File: config.mk
export PLATFORM = sky130hd
export DESIGN_NAME = ula_controle
export DESIGN_NICKNAME = d
export VERILOG_FILES = /design/src/rtl/ula_controle.sv
export SDC_FILE = /design/constraint.sdc
export NUM_CORES = 1
export LEC_CHECK = 0
export BUFFER_PORTS_ARGS = -buffer_cell sky130_fd_sc_hd__buf_2
export CORE_MARGIN = 1
export CORE_UTILIZATION = 40
export CTS_BUF_LIST = sky130_fd_sc_hd__clkbuf_2
export DETAILED_ROUTE_END_ITERATION = 6
export GPL_ROUTABILITY_DRIVEN = 0
export GPL_TIMING_DRIVEN = 0
export HOLD_SLACK_MARGIN = 0.12
export PLACE_DENSITY_LB_ADDON = 0.15
export SLEW_MARGIN = 20
export SYNTH_ARGS = -nofsm -noshare
export SYNTH_HDL_FRONTEND = slang
export SYNTH_SLANG_ARGS = --single-unit
export TNS_END_PERCENT = 10
File: constraint.sdc
create_clock -name clk -period 4.1 [get_ports clk]
set_clock_uncertainty 0.15 [all_clocks]
set_input_delay 0.615 -clock clk [delete_from_list [all_inputs] [get_ports clk]]
set_output_delay 0.615 -clock clk [all_outputs]
set_load 0.01 [all_outputs]
File: src/rtl/ula_controle.sv
// Multi-cycle sequencer driving the shared ula from a private 4-entry register bank.
// Optional build macro ULA_CTRL_FAST_EN drops the EXEC state for a single-cycle ula.
module ula_controle #(
  parameter int WIDTH = 8
) (
  input  logic             clk,
  input  logic             reset,
  input  logic             instr_valid,
  output logic             instr_ready,
  input  logic [15:0]      instr,
  output logic [2:0]       ULAControl,
  output logic [WIDTH-1:0] scrA,
  output logic [WIDTH-1:0] scrB,
  input  logic [WIDTH-1:0] ULAResult,
  input  logic             Z,
  output logic             done,
  output logic [WIDTH-1:0] result_out,
  output logic             z_out,
  input  logic [1:0]       dbg_addr,
  output logic [WIDTH-1:0] dbg_data
);

  typedef enum logic [1:0] {IDLE, READ, EXEC, WRITE} state_t;

  state_t           state;
  logic [WIDTH-1:0] regs [4];
  logic [1:0]       rd;
  logic             instr_unused;

  assign instr_unused = ^instr[5:0];
  assign instr_ready  = (state == IDLE);
  assign dbg_data     = regs[dbg_addr];

  // result_out doubles as the captured-result register; the bank is written
  // from it on the WRITE edge, so writeback is visible the cycle after WRITE.
  always_ff @(posedge clk or posedge reset) begin
    if (reset) begin
      state      <= IDLE;
      ULAControl <= '0;
      scrA       <= '0;
      scrB       <= '0;
      result_out <= '0;
      z_out      <= 1'b0;
      done       <= 1'b0;
      rd         <= '0;
      for (int i = 0; i < 4; i++) regs[i] <= '0;
    end else begin
      done <= 1'b0;
      case (state)
        IDLE: begin
          if (instr_valid) begin
            rd <= instr[11:10];
            if (instr[15]) begin
              result_out <= WIDTH'(instr[7:0]);
              z_out      <= (instr[7:0] == 8'd0);
              done       <= 1'b1;
              state      <= WRITE;
            end else begin
              ULAControl <= instr[14:12];
              scrA       <= regs[instr[9:8]];
              scrB       <= regs[instr[7:6]];
              state      <= READ;
            end
          end
        end
        READ: begin
`ifdef ULA_CTRL_FAST_EN
          result_out <= ULAResult;
          z_out      <= Z;
          done       <= 1'b1;
          state      <= WRITE;
`else
          state      <= EXEC;
`endif
        end
        EXEC: begin
          result_out <= ULAResult;
          z_out      <= Z;
          done       <= 1'b1;
          state      <= WRITE;
        end
        WRITE: begin
          regs[rd] <= result_out;
          state    <= IDLE;
        end
        default: state <= IDLE;
      endcase
    end
  end

endmodule

==> summary.txt, run 1 <==
Global routing
  – Initial antenna violation count: 0
  – Met3 Usage GRT: 4.48%
  – GRT Util Overall: 19.0%
  – Vias in the first global route: 2029
  – Global routing's busiest layer: met2
  – GR Overflow Total: 0
  – Largest net degree at the start of global routing: 46
  – First-pass GRT wire length: 11600 um
  – M1 GR Usage: 25.5%
  – GR Util met2: 29.5%

Setup path
  – Worst Path Required: 3.34 ns
  – WS Path Type: input port to output port
  – CP Launch Type: input port
  – Crit path DAT: 1.67 ns
  – Crit path max fanout: 8
  – Worst Setup End Kind: output port

Power and ir drop
  – Sw Pwr: 0.982 mW
  – P per Cell Area: 724 nW/um2
  – Leak Pwr: 1.70 nW
  – Clk pwr share: 10.8%
  – Int Power: 1.76 mW
  – Switching share of total power: 35.8%
  – Flop pwr share: 44.8%
  – Peak supply drop: 0.332 mV
  – Share of total power in combinational logic: 44.4%

Clocking
  – Clock Tree Root: clkbuf_2
  – Clock Latency Late Sink: 0.48 ns
  – TritonCTS Buffers: 9
  – CTS Buffer Depth: 2
  – CTS tree: yes
  – Depth of the CTS H-tree: 3
  – CTS Sinks: 65
  – Clock Pin Slew Worst Setup and Hold Paths: 0.19 ns
  – PostCTS Resize Cnt: 0

Route
  – 1st-iter DRT viols: 114
  – Post-route ant nets: 0
  – Drt total wl: 7300 um
  – Via Count: 2001
  – Mean number of vias per cell: 5.28
  – Wire per inst: 19.3 um
  – DR DRC count: 0
  – TritonRoute pass-1 iters: 4

Synth
  – Synth warnings: 0
  – Top_reg_cell synth: dfrtp_1
  – Synthesized area per cell: 16.3 um2
  – EDFF count, synth: 0
  – Ranking of synthesized cells by area: dfrtp_1, mux2_2, mux4_2
  – Seq cells post-synth: 65
  – Yosys top cell area share: 50.1%
  – Post-synth cell types: 23
  – Cell taking the most area after synthesis: dfrtp_1
  – Simple-Gate Fraction of Synth Area: 3.24%
  – Post-Synthesis Cells: 199
  – Synth cell count leaders: mux2_2, dfrtp_1, mux4_2
  – Synth Area in Compound Gates: 0.964%
  – Count leader, synth: mux2_2
  – Xor and xnor area share after synthesis: 0%
  – Syn Std Cell Area: 3240 um2
  – Syn Nets: 234
  – Post-synthesis sequential area ratio: 50.1%
  – Fraction of synthesized area in multiplexers: 41.2%
  – Async SR Flop Fraction: 100%
  – Synth Area in Adders: 1.93%
  – Main combinational cell family by area after synthesis: multiplexers

Timing
  – Final setup viols: 0
  – Final min period: 2.43 ns
  – Final TNS setup: 0 ns
  – Fin crit share: 59.4%
  – Smallest hold slack: 0.204 ns
  – Endpoints failing hold: 0
  – Slew of the pin with the lowest slew margin: 0.748 ns
  – Max-slew violations: 0
  – Relative slew slack: 50.1%
  – RSZ-0062 raised after global routing: false
  – Max Freq: 0.411 GHz

Run status
  – Outcome: complete, no violations

Die
  – Die Ht: 92.1 um
  – Placeable Area: 7770 um2
  – Initial Utilization: 41.8%
  – Rows: 32
  – Die Span X: 92.1 um
  – Io pins: 68
  – Die area: 8480 um2

Layout
  – Fillcell total: 736
  – P&R area growth vs syn: 16.8%
  – Final nets: 308
  – Layout cells sized above 1: 63.5%
  – N_diodes: 0

Hold path
  – Hold WC Path Type: input port to flop

Flow run
  – Max-cap violations: 0

Placement
  – DP Wirelength: 4950 um
  – PortBufs: 61
==> cell type report <==
cell class | instances | area, um2 | share of cell area, %
clock inverters | 6 | 26.3 | 0.694
plain buffers | 10 | 70.1 | 1.85
inverters | 3 | 13.8 | 0.363
repair buffers | 63 | 343 | 9.05
well taps | 102 | 128 | 3.37
flip-flops and latches | 65 | 1630 | 42.9
clock buffers | 9 | 45.0 | 1.19
multi-input cells | 121 | 1540 | 40.6
==> metal layers <==
metal | up-vias | share of wire (%)
met5 | - | 0
li1 | 908 | -
met2 | 54 | 48
met1 | 1030 | 45
met3 | 9 | 4.8
met4 | 0 | 1.4
==> cells in the final DEF, fill, tap and decap left out, drive strengths merged <==
| cell type | Yosys | routed |
|---|---|---|
| a211oi | 1 | 1 |
| a21oi | 1 | 1 |
| a2bb2oi | 1 | 1 |
| buf | 7 | 69 |
| clkbuf | 3 | 12 |
| clkinv | 0 | 6 |
| dfrtp | 65 | 65 |
| dlygate4sd3 | 0 | 1 |
| ha | 5 | 5 |
| inv | 3 | 3 |
| mux2 | 69 | 69 |
| mux2i | 2 | 2 |
| mux4 | 24 | 24 |
| nand2 | 3 | 3 |
| nand3 | 3 | 3 |
| nand3b | 3 | 3 |
| nor2 | 2 | 2 |
| nor2b | 1 | 1 |
| nor3 | 2 | 2 |
| nor3b | 1 | 1 |
| nor4 | 1 | 1 |
| o21ai | 2 | 2 |
==> flip-flops by register name (all words and copies together) (netlist names) <==
| register | count |
|---|---|
| regs | 32 |
| result_out | 8 |
| scrA | 8 |
| scrB | 8 |
| ULAControl | 3 |
| rd | 2 |
| state | 2 |
| done | 1 |
| z_out | 1 |
==> final timing paths <==
path	start	end	slack, ns	cells past startpoint
worst max-delay path	dbg_addr[1]	dbg_data[4]	1.67	3
worst min-delay path	instr[12]	ULAControl[0]	0.20	2
worst max register to register	state[0]	result_out[1]	1.98	5
worst min register to register	scrB[7]	scrB[7]	0.37	1
max in group asynchronous	reset	result_out[7]	2.81	4
min in group asynchronous	reset	regs[4]	0.46	3
==> kinds of logic (layout without fill, tap and decap cells) <==
logic type	count (synthesis)	after routing
AO/OA/AOI/OAI	5	5
AND/OR/NAND/NOR	16	16
buffers and inverters	13	91
multiplexers	95	95
adder cells (fa/ha/maj)	5	5
flip-flops	65	65
==> worst max-delay path: stages <==
cell    delay, ns
buf_1        0.49
mux4_2       0.41
buf_2        0.15
==> stage by stage <==
stage | setup WS [ns] | cells | instance area, um2 | total power [mW] | util [%]
after floorplan | 1.71 | 199 | 3240 | 2.08 | -
after global placement | 0.792 | 362 | 3680 | 2.44 | 47.3
after detailed placement | 1.65 | 363 | 3710 | 2.48 | 47.7
after CTS | 1.65 | 379 | 3790 | 2.77 | 48.8
after global routing | 1.63 | 379 | 3790 | 2.94 | 48.8
final | 1.67 | 379 | 3790 | 2.74 | 48.8
==> power groups by stage <==
stage / clock network, mW / registers (mW) / logic [mW]
after global routing: 0.336 / 1.28 / 1.32
after detailed placement: 0 / 1.25 / 1.23
after global placement: 0 / 1.23 / 1.21
after CTS: 0.309 / 1.23 / 1.23
final: 0.296 / 1.23 / 1.22
after floorplan: 0 / 1.24 / 0.835
==> timing repair <==
action,CTS,global route
endpoints found under the hold margin,20,0
hold buffers,1,0
setup buffers,0,0
(Power assumes the default switching activity.)
==> run 2: changes to the inputs <==
Settings changed: ABC_AREA from default to 1.
Clock period 4.1 ns to 2 ns, I/O delays scaled along.
==> run 2 against run 1 <==
  * Sequential share of layout area is 6.3 points lower
  * Utilization is 4.5 points higher
  * Cell area is 17% higher
  * Clock-buffer cell count stayed put
  * Highest routed layer unchanged
==> summary.txt, run 2 <==
Die
  – Io pins: 68 (unchanged)
  – Placeable Area: 8340 um2 (+7.4%)
  – Die Ht: 95.5 um (+3.7%)
  – Initial Utilization: 41.9% (+0.16 points)
  – Die area: 9120 um2 (+7.6%)
  – Rows: 33 (+3.1%)
  – Die Span X: 95.5 um (+3.7%)

Timing
  – Final setup viols: 0 (unchanged)
  – Final min period: 1.87 ns
  – RSZ-0062 raised after global routing: true
  – Worst setup margin: 0.130 ns (-1.54 ns)
  – Relative slew slack: 69.5% (+19 points)
  – Fin crit share: 93.5%
  – Endpoints failing hold: 0 (unchanged)
  – Max-slew violations: 0 (unchanged)
  – Final TNS setup: 0 ns (unchanged)
  – Max Freq: 0.535 GHz
  – Slew of the pin with the lowest slew margin: 0.457 ns (-0.291 ns)
  – Smallest hold slack: 0.162 ns (-0.0423 ns)

Setup path
  – Max incr delay on CP: 0.43 ns (-0.06 ns)
  – Reg-to-reg slack, setup: 0.16 ns (-1.82 ns)
  – CP Cell Sequence: nor2_1 -> o22ai_1 -> buf_2
  – Worst Path Required: 1.55 ns (-1.79 ns)
  – Worst Setup End Kind: output port
  – CP Launch Type: flop
  – Crit path DAT: 1.42 ns (-0.25 ns)
  – Crit path max fanout: 3 (-5)
  – WS Path Type: flop to output port
  – Slowest cell on the critical path: dfrtp_1

Layout
  – Largest register FFs: 32 (unchanged)
  – N_diodes: 0 (unchanged)
  – Final instance area: 4440 um2 (+17%)
  – P&R area growth vs syn: 27.0%
  – Commonest non-fill, non-tap cell in the layout: nand2_1
  – Most frequent cells in the layout: nand2_1, buf_2, dfrtp_1, o21ai_0, inv_1
  – Final design utilization: 53.3% (+4.5 points)
  – Layout cells sized above 1: 18.0% (-46 points)
  – Final nets: 629 (+100%)
  – Post-route insts no fill: 704 (+86%)
  – Largest Register: regs

Clocking
  – Clock Tree Root: clkbuf_2
  – CTS tree: yes
  – CTS Buffer Depth: 2 (unchanged)
  – CTS Sinks: 65 (unchanged)
  – Clock Pin Slew Worst Setup and Hold Paths: 0.21 ns (+0.02 ns)
  – Depth of the CTS H-tree: 3 (unchanged)
  – Clock Latency Late Sink: 0.50 ns (+0.02 ns)
  – TritonCTS Buffers: 9 (unchanged)

Synth
  – Syn Nets: 522 (+120%)
  – Post-synth cell types: 20 (-13%)
  – Synth warnings: 0 (unchanged)
  – Post-synthesis sequential area ratio: 46.5% (-3.6 points)
  – Seq cells post-synth: 65 (unchanged)
  – Count leader, synth: nand2_1
  – Ranking of synthesized cells by area: dfrtp_1, nand2_1, o21ai_0
  – Synth cell count leaders: nand2_1, o21ai_0, dfrtp_1
  – Cell taking the most area after synthesis: dfrtp_1
  – Syn Std Cell Area: 3500 um2 (+7.8%)
  – EDFF count, synth: 0 (unchanged)
  – Top_reg_cell synth: dfrtp_1
  – Synthesized area per cell: 7.18 um2 (-56%)
  – Async SR Flop Fraction: 100% (unchanged)
  – Yosys top cell area share: 46.5% (-3.6 points)
  – Post-Synthesis Cells: 487 (+140%)

Route
  – TritonRoute pass-1 iters: 4 (unchanged)
  – Met3 wire length: 412 um (+18%)
  – 1st-iter DRT viols: 127 (+11%)
  – Top routing layer used: met4
  – Post-route ant nets: 0 (unchanged)
  – Drt total wl: 9290 um (+27%)
  – Wire per inst: 13.2 um (-32%)
  – Mean number of vias per cell: 4.89 (-7.4%)
  – Met2 routed WL: 4450 um (+26%)
  – M1 WL: 4260 um (+28%)
  – Via Count: 3442 (+72%)
  – DR DRC count: 0 (unchanged)

Global routing
  – Vias in the first global route: 3282 (+62%)
  – GRT Util Overall: 22.4% (+3.4 points)
  – GR Overflow Total: 0 (unchanged)
  – Largest net degree at the start of global routing: 31 (-33%)
  – First-pass GRT wire length: 15400 um (+33%)
  – Initial antenna violation count: 0 (unchanged)

Power and ir drop
  – Leak Pwr: 2.39 nW (+40%)
  – Total power: 5.62 mW (+110%)
  – P per Cell Area: 1270 nW/um2 (+75%)
  – Peak supply drop: 0.659 mV (+99%)

Placement
  – PortBufs: 63 (+3.3%)
  – DP Cell Count: 657 (+81%)
  – DP Wirelength: 7040 um (+42%)
  – Dpl ws: 0.0904 ns (-1.56 ns)
  – Cell area after placement: 4000 um2 (+7.8%)

Hold path
  – Hold WC Path Type: input port to asynchronous set/reset pin

Flow run
  – Max-cap violations: 0 (unchanged)

Run status
  – Outcome: complete, no violations
## run 2: changes by cell type after synthesis, moves of 25 or more
cell / delta
inv_1: +52
mux2_2: -68
nand2_1: +186
nand3_1: +34
nor2_1: +25
o21ai_0: +65
## run 2: path summary, 6_finish.rpt
check                               from             to  cells past startpoint
max                              regs[4]    dbg_data[4]                      3
min                                reset        scrB[3]                      3
max reg2reg                     state[1]  result_out[0]                      7
min reg2reg                ULAControl[0]  ULAControl[0]                      2
max in group asynchronous          reset       regs[12]                      5
min in group clk           ULAControl[0]  ULAControl[0]                      2
## run 2: timing repair
item                                    CTS  global route
gates resized for setup                   1             7
setup buffers                             0             1
hold endpoints to repair                 84             1
gates cloned                              0             0
hold buffers                             29             1
endpoints found under the setup margin    1             7
## run 2: where the power goes
group          switching [mW]  internal [mW]  total [mW]
clock network           0.534          0.301       0.834
registers               0.406           1.88        2.28
logic                    1.53          0.978        2.50
## run 2: layout make-up
| class | instances | area (um2) |
|---|---|---|
| Fill cell | 814 | 3900 |
| Sequential cell | 65 | 1630 |
| Multi-Input combinational cell | 343 | 1540 |
| Timing Repair Buffer | 96 | 671 |
| Inverter | 60 | 229 |
| Tap cell | 105 | 131 |
| Buffer | 19 | 118 |
| Clock inverter | 7 | 78.8 |
| Clock buffer | 9 | 45.0 |
## run 2: cell families (layout without fill, tap and decap cells)
group | count (synthesis) | count (layout) | share of synthesized area [%]
simple gates | 258 | 258 | 29.9
mux | 1 | 1 | 0.322
fa+ha+maj | 5 | 5 | 1.79
buf+inv | 79 | 191 | 9.77
flops | 65 | 65 | 46.5
compound gates | 79 | 79 | 11.7
## run 2: layer usage
| metal | track usage (%) | up-vias |
|---|---|---|
| met2 | 38.6 | 99 |
| li1 | - | 1750 |
| met4 | 5.97 | 0 |
| met1 | 27.8 | 1582 |
| met5 | 0 | - |
| met3 | 5.74 | 11 |
## run 2: worst max-delay path: cells and delay by family, from the launching register on
family | cells | cell delay (ns)
flops | 1 | 0.43
compound gates | 1 | 0.25
buf+inv | 1 | 0.18
simple gates | 1 | 0.06
==> run 3: changes to the inputs <==
Settings changed: ABC_AREA 1 to default.
==> run 3 against run 2 <==
  * The run now ends with negative setup slack left
  * Combinational power up 16%
  * Fmax fell by 8.0%
  * Cell count is 41% lower
  * First-iteration DRC count fell by 48%
  * Non-clock buffer count decreased by 9
  * Clock power fell by 26%
  * Worst setup slack lost 0.16 ns
==> summary.txt, run 3 (synthesis results as in run 1) <==
Layout
  – Largest register FFs: 32 (unchanged)
  – Area of the multi-input gates: 1570 um2 (+1.5%)
  – P&R area growth vs syn: 30.1%
  – Largest Register: regs
  – Most frequent cells in the layout: mux2_2, dfrtp_1, buf_2
  – Commonest non-fill, non-tap cell in the layout: mux2_2
  – Register area: 1630 um2 (unchanged)
  – N_diodes: 0 (unchanged)
  – Layout cells sized above 1: 61.5% (+44 points)
  – Final nets: 342 (-46%)
  – Final design utilization: 54.3% (+1.1 points)
  – Fillcell total: 682 (-16%)

Power and ir drop
  – Sw Pwr: 2.14 mW (-13%)
  – Flop pwr share: 41.5% (+0.9 points)
  – P per Cell Area: 1430 nW/um2 (+13%)
  – Clk pwr share: 10.3% (-4.5 points)
  – Int Power: 3.90 mW (+24%)
  – Share of total power in combinational logic: 48.2% (+3.7 points)
  – Peak supply drop: 0.622 mV (-5.5%)
  – Leak Pwr: 1.87 nW (-22%)
  – Switching share of total power: 35.4% (-8.4 points)
  – Total power: 6.04 mW (+7.4%)

Route
  – DR DRC count: 0 (unchanged)
  – Wire per inst: 18.6 um (+41%)
  – TritonRoute pass-1 iters: 4 (unchanged)
  – Mean number of vias per cell: 5.36 (+9.6%)
  – Via Count: 2219 (-36%)
  – 1st-iter DRT viols: 66 (-48%)
  – Drt total wl: 7680 um (-17%)
  – Post-route ant nets: 0 (unchanged)

Die
  – Die Span X: 92.1 um (-3.6%)
  – Rows: 32 (-3.0%)
  – Die Ht: 92.1 um (-3.6%)
  – Placeable Area: 7770 um2 (-6.9%)
  – Die area: 8480 um2 (-7.1%)
  – Initial Utilization: 41.8% (-0.16 points)
  – Io pins: 68 (unchanged)

Setup path
  – Register-to-Register Path Depth: 5 (-2)
  – Crit path DAT: 1.58 ns (+0.16 ns)
  – WS Path Type: flop to output port
  – Crit path max fanout: 4 (+1)
  – Worst Path Required: 1.55 ns (about the same)
  – Capture point of the worst reg-to-reg path: rd[1]
  – CP Launch Type: flop
  – R2R Path Start: state[1]
  – Reg-to-reg slack, setup: 0.03 ns (-0.13 ns)
  – Worst Setup End Kind: output port

Global routing
  – First-pass GRT wire length: 11900 um (-23%)
  – Vias in the first global route: 2261 (-31%)
  – Initial antenna violation count: 0 (unchanged)
  – Largest net degree at the start of global routing: 32 (+3.2%)
  – GRT Util Overall: 19.4% (-3.0 points)
  – GR Overflow Total: 0 (unchanged)

Clocking
  – CTS Sinks: 65 (unchanged)
  – Clock Tree Root: clkbuf_2
  – CTS tree: yes
  – Depth of the CTS H-tree: 3 (unchanged)
  – Clock Latency Late Sink: 0.51 ns (about the same)
  – Clock Pin Slew Worst Setup and Hold Paths: 0.18 ns (-0.03 ns)
  – TritonCTS Buffers: 9 (unchanged)
  – CTS Buffer Depth: 2 (unchanged)

Timing
  – Relative slew slack: 51.5% (-18 points)
  – Smallest hold slack: 0.150 ns (-0.0111 ns)
  – Max Freq: 0.492 GHz (-8.0%)
  – Max-slew violations: 0 (unchanged)
  – Final setup viols: 8 (+8)
  – Fin crit share: 102% (+8.1 points)
  – Final min period: 2.03 ns (+0.162 ns)
  – RSZ-0062 raised after global routing: true
  – Endpoints failing hold: 0 (unchanged)
  – Slew of the pin with the lowest slew margin: 0.727 ns (+0.270 ns)
  – Final TNS setup: -0.154 ns (-0.154 ns)
  – Worst setup margin: -0.0321 ns (-0.162 ns)

Run status
  – Outcome: finished, violations left
  – Failing checks: negative setup slack

Placement
  – DP Wirelength: 5050 um (-28%)
  – PortBufs: 61 (-3.2%)
  – Dpl ws: -0.0897 ns (-0.180 ns)

Hold path
  – Hold WC Path Type: input port to asynchronous set/reset pin

Flow run
  – Max-cap violations: 0 (unchanged)
-- run 3: cell types whose count changed in the layout (fill, tap and decap cells not counted), moves of 6 or more --
cell	before	now
buf_2	68	55
inv_1	53	1
o21ai_0	65	2
o22ai_1	9	0
buf_6	2	11
mux4_2	0	24
nor2_1	26	1
mux2_2	1	69
nand2_1	189	2
clkbuf_1	8	2
nand3_1	37	3
-- run 3: layer usage --
metal | wire (um) | global-route usage (%) | up-vias
met5 | 0 | 0 | -
met4 | 209 | 8.72 | 0
met3 | 350 | 4.98 | 19
met2 | 3870 | 32.3 | 69
met1 | 3260 | 23.8 | 1141
li1 | - | - | 990
-- run 3: how the worst max path moves through the flow --
stage	end	from	slack (ns)
after floorplan	ULAControl[2]	state[1]	0.16
after global placement	result_out[1]	state[0]	-0.09
after detailed placement	scrB[3]	state[1]	-0.09
after CTS	dbg_data[2]	regs[2]	-0.06
after global routing	dbg_data[3]	regs[11]	-0.12
final	dbg_data[3]	regs[11]	-0.03
-- run 3: area by class of cell --
type                            instances  share of cell area, %
Clock buffer                            9                   1.07
Sequential cell                        65                   38.5
Multi-Input combinational cell        122                   37.1
Clock inverter                          7                  0.889
Inverter                                3                  0.356
Buffer                                 10                   2.10
Tap cell                              102                   3.02
Timing Repair Buffer                   96                   16.9
-- run 3: what timing repair did --
action	4_1_cts	5_1_grt
setup endpoints to repair	25	31
gates cloned	1	0
setup buffers	5	1
pin swaps	1	1
hold buffers	27	0
hold endpoints to repair	82	0
gates resized for setup	7	14
-- run 3: power groups by stage --
stage	sequential (mW)	combinational [mW]	clock (mW)
floorplan	2.54	1.71	0
global placement	2.53	2.48	0
detailed placement	2.57	2.53	0
CTS	2.51	2.80	0.643
global route	2.61	3.11	0.698
finish	2.50	2.91	0.621
-- run 3: critical path, stage by stage (launching register included) --
cell     delay, ns
dfrtp_1       0.44
mux4_2        0.49
buf_6         0.14
-- run 3: stage by stage --
step | instance area, um2 | instances
finish | 4220 | 414
global route | 4220 | 414
CTS | 4160 | 413
detailed placement | 3730 | 364
global placement | 3680 | 362
floorplan | 3250 | 199
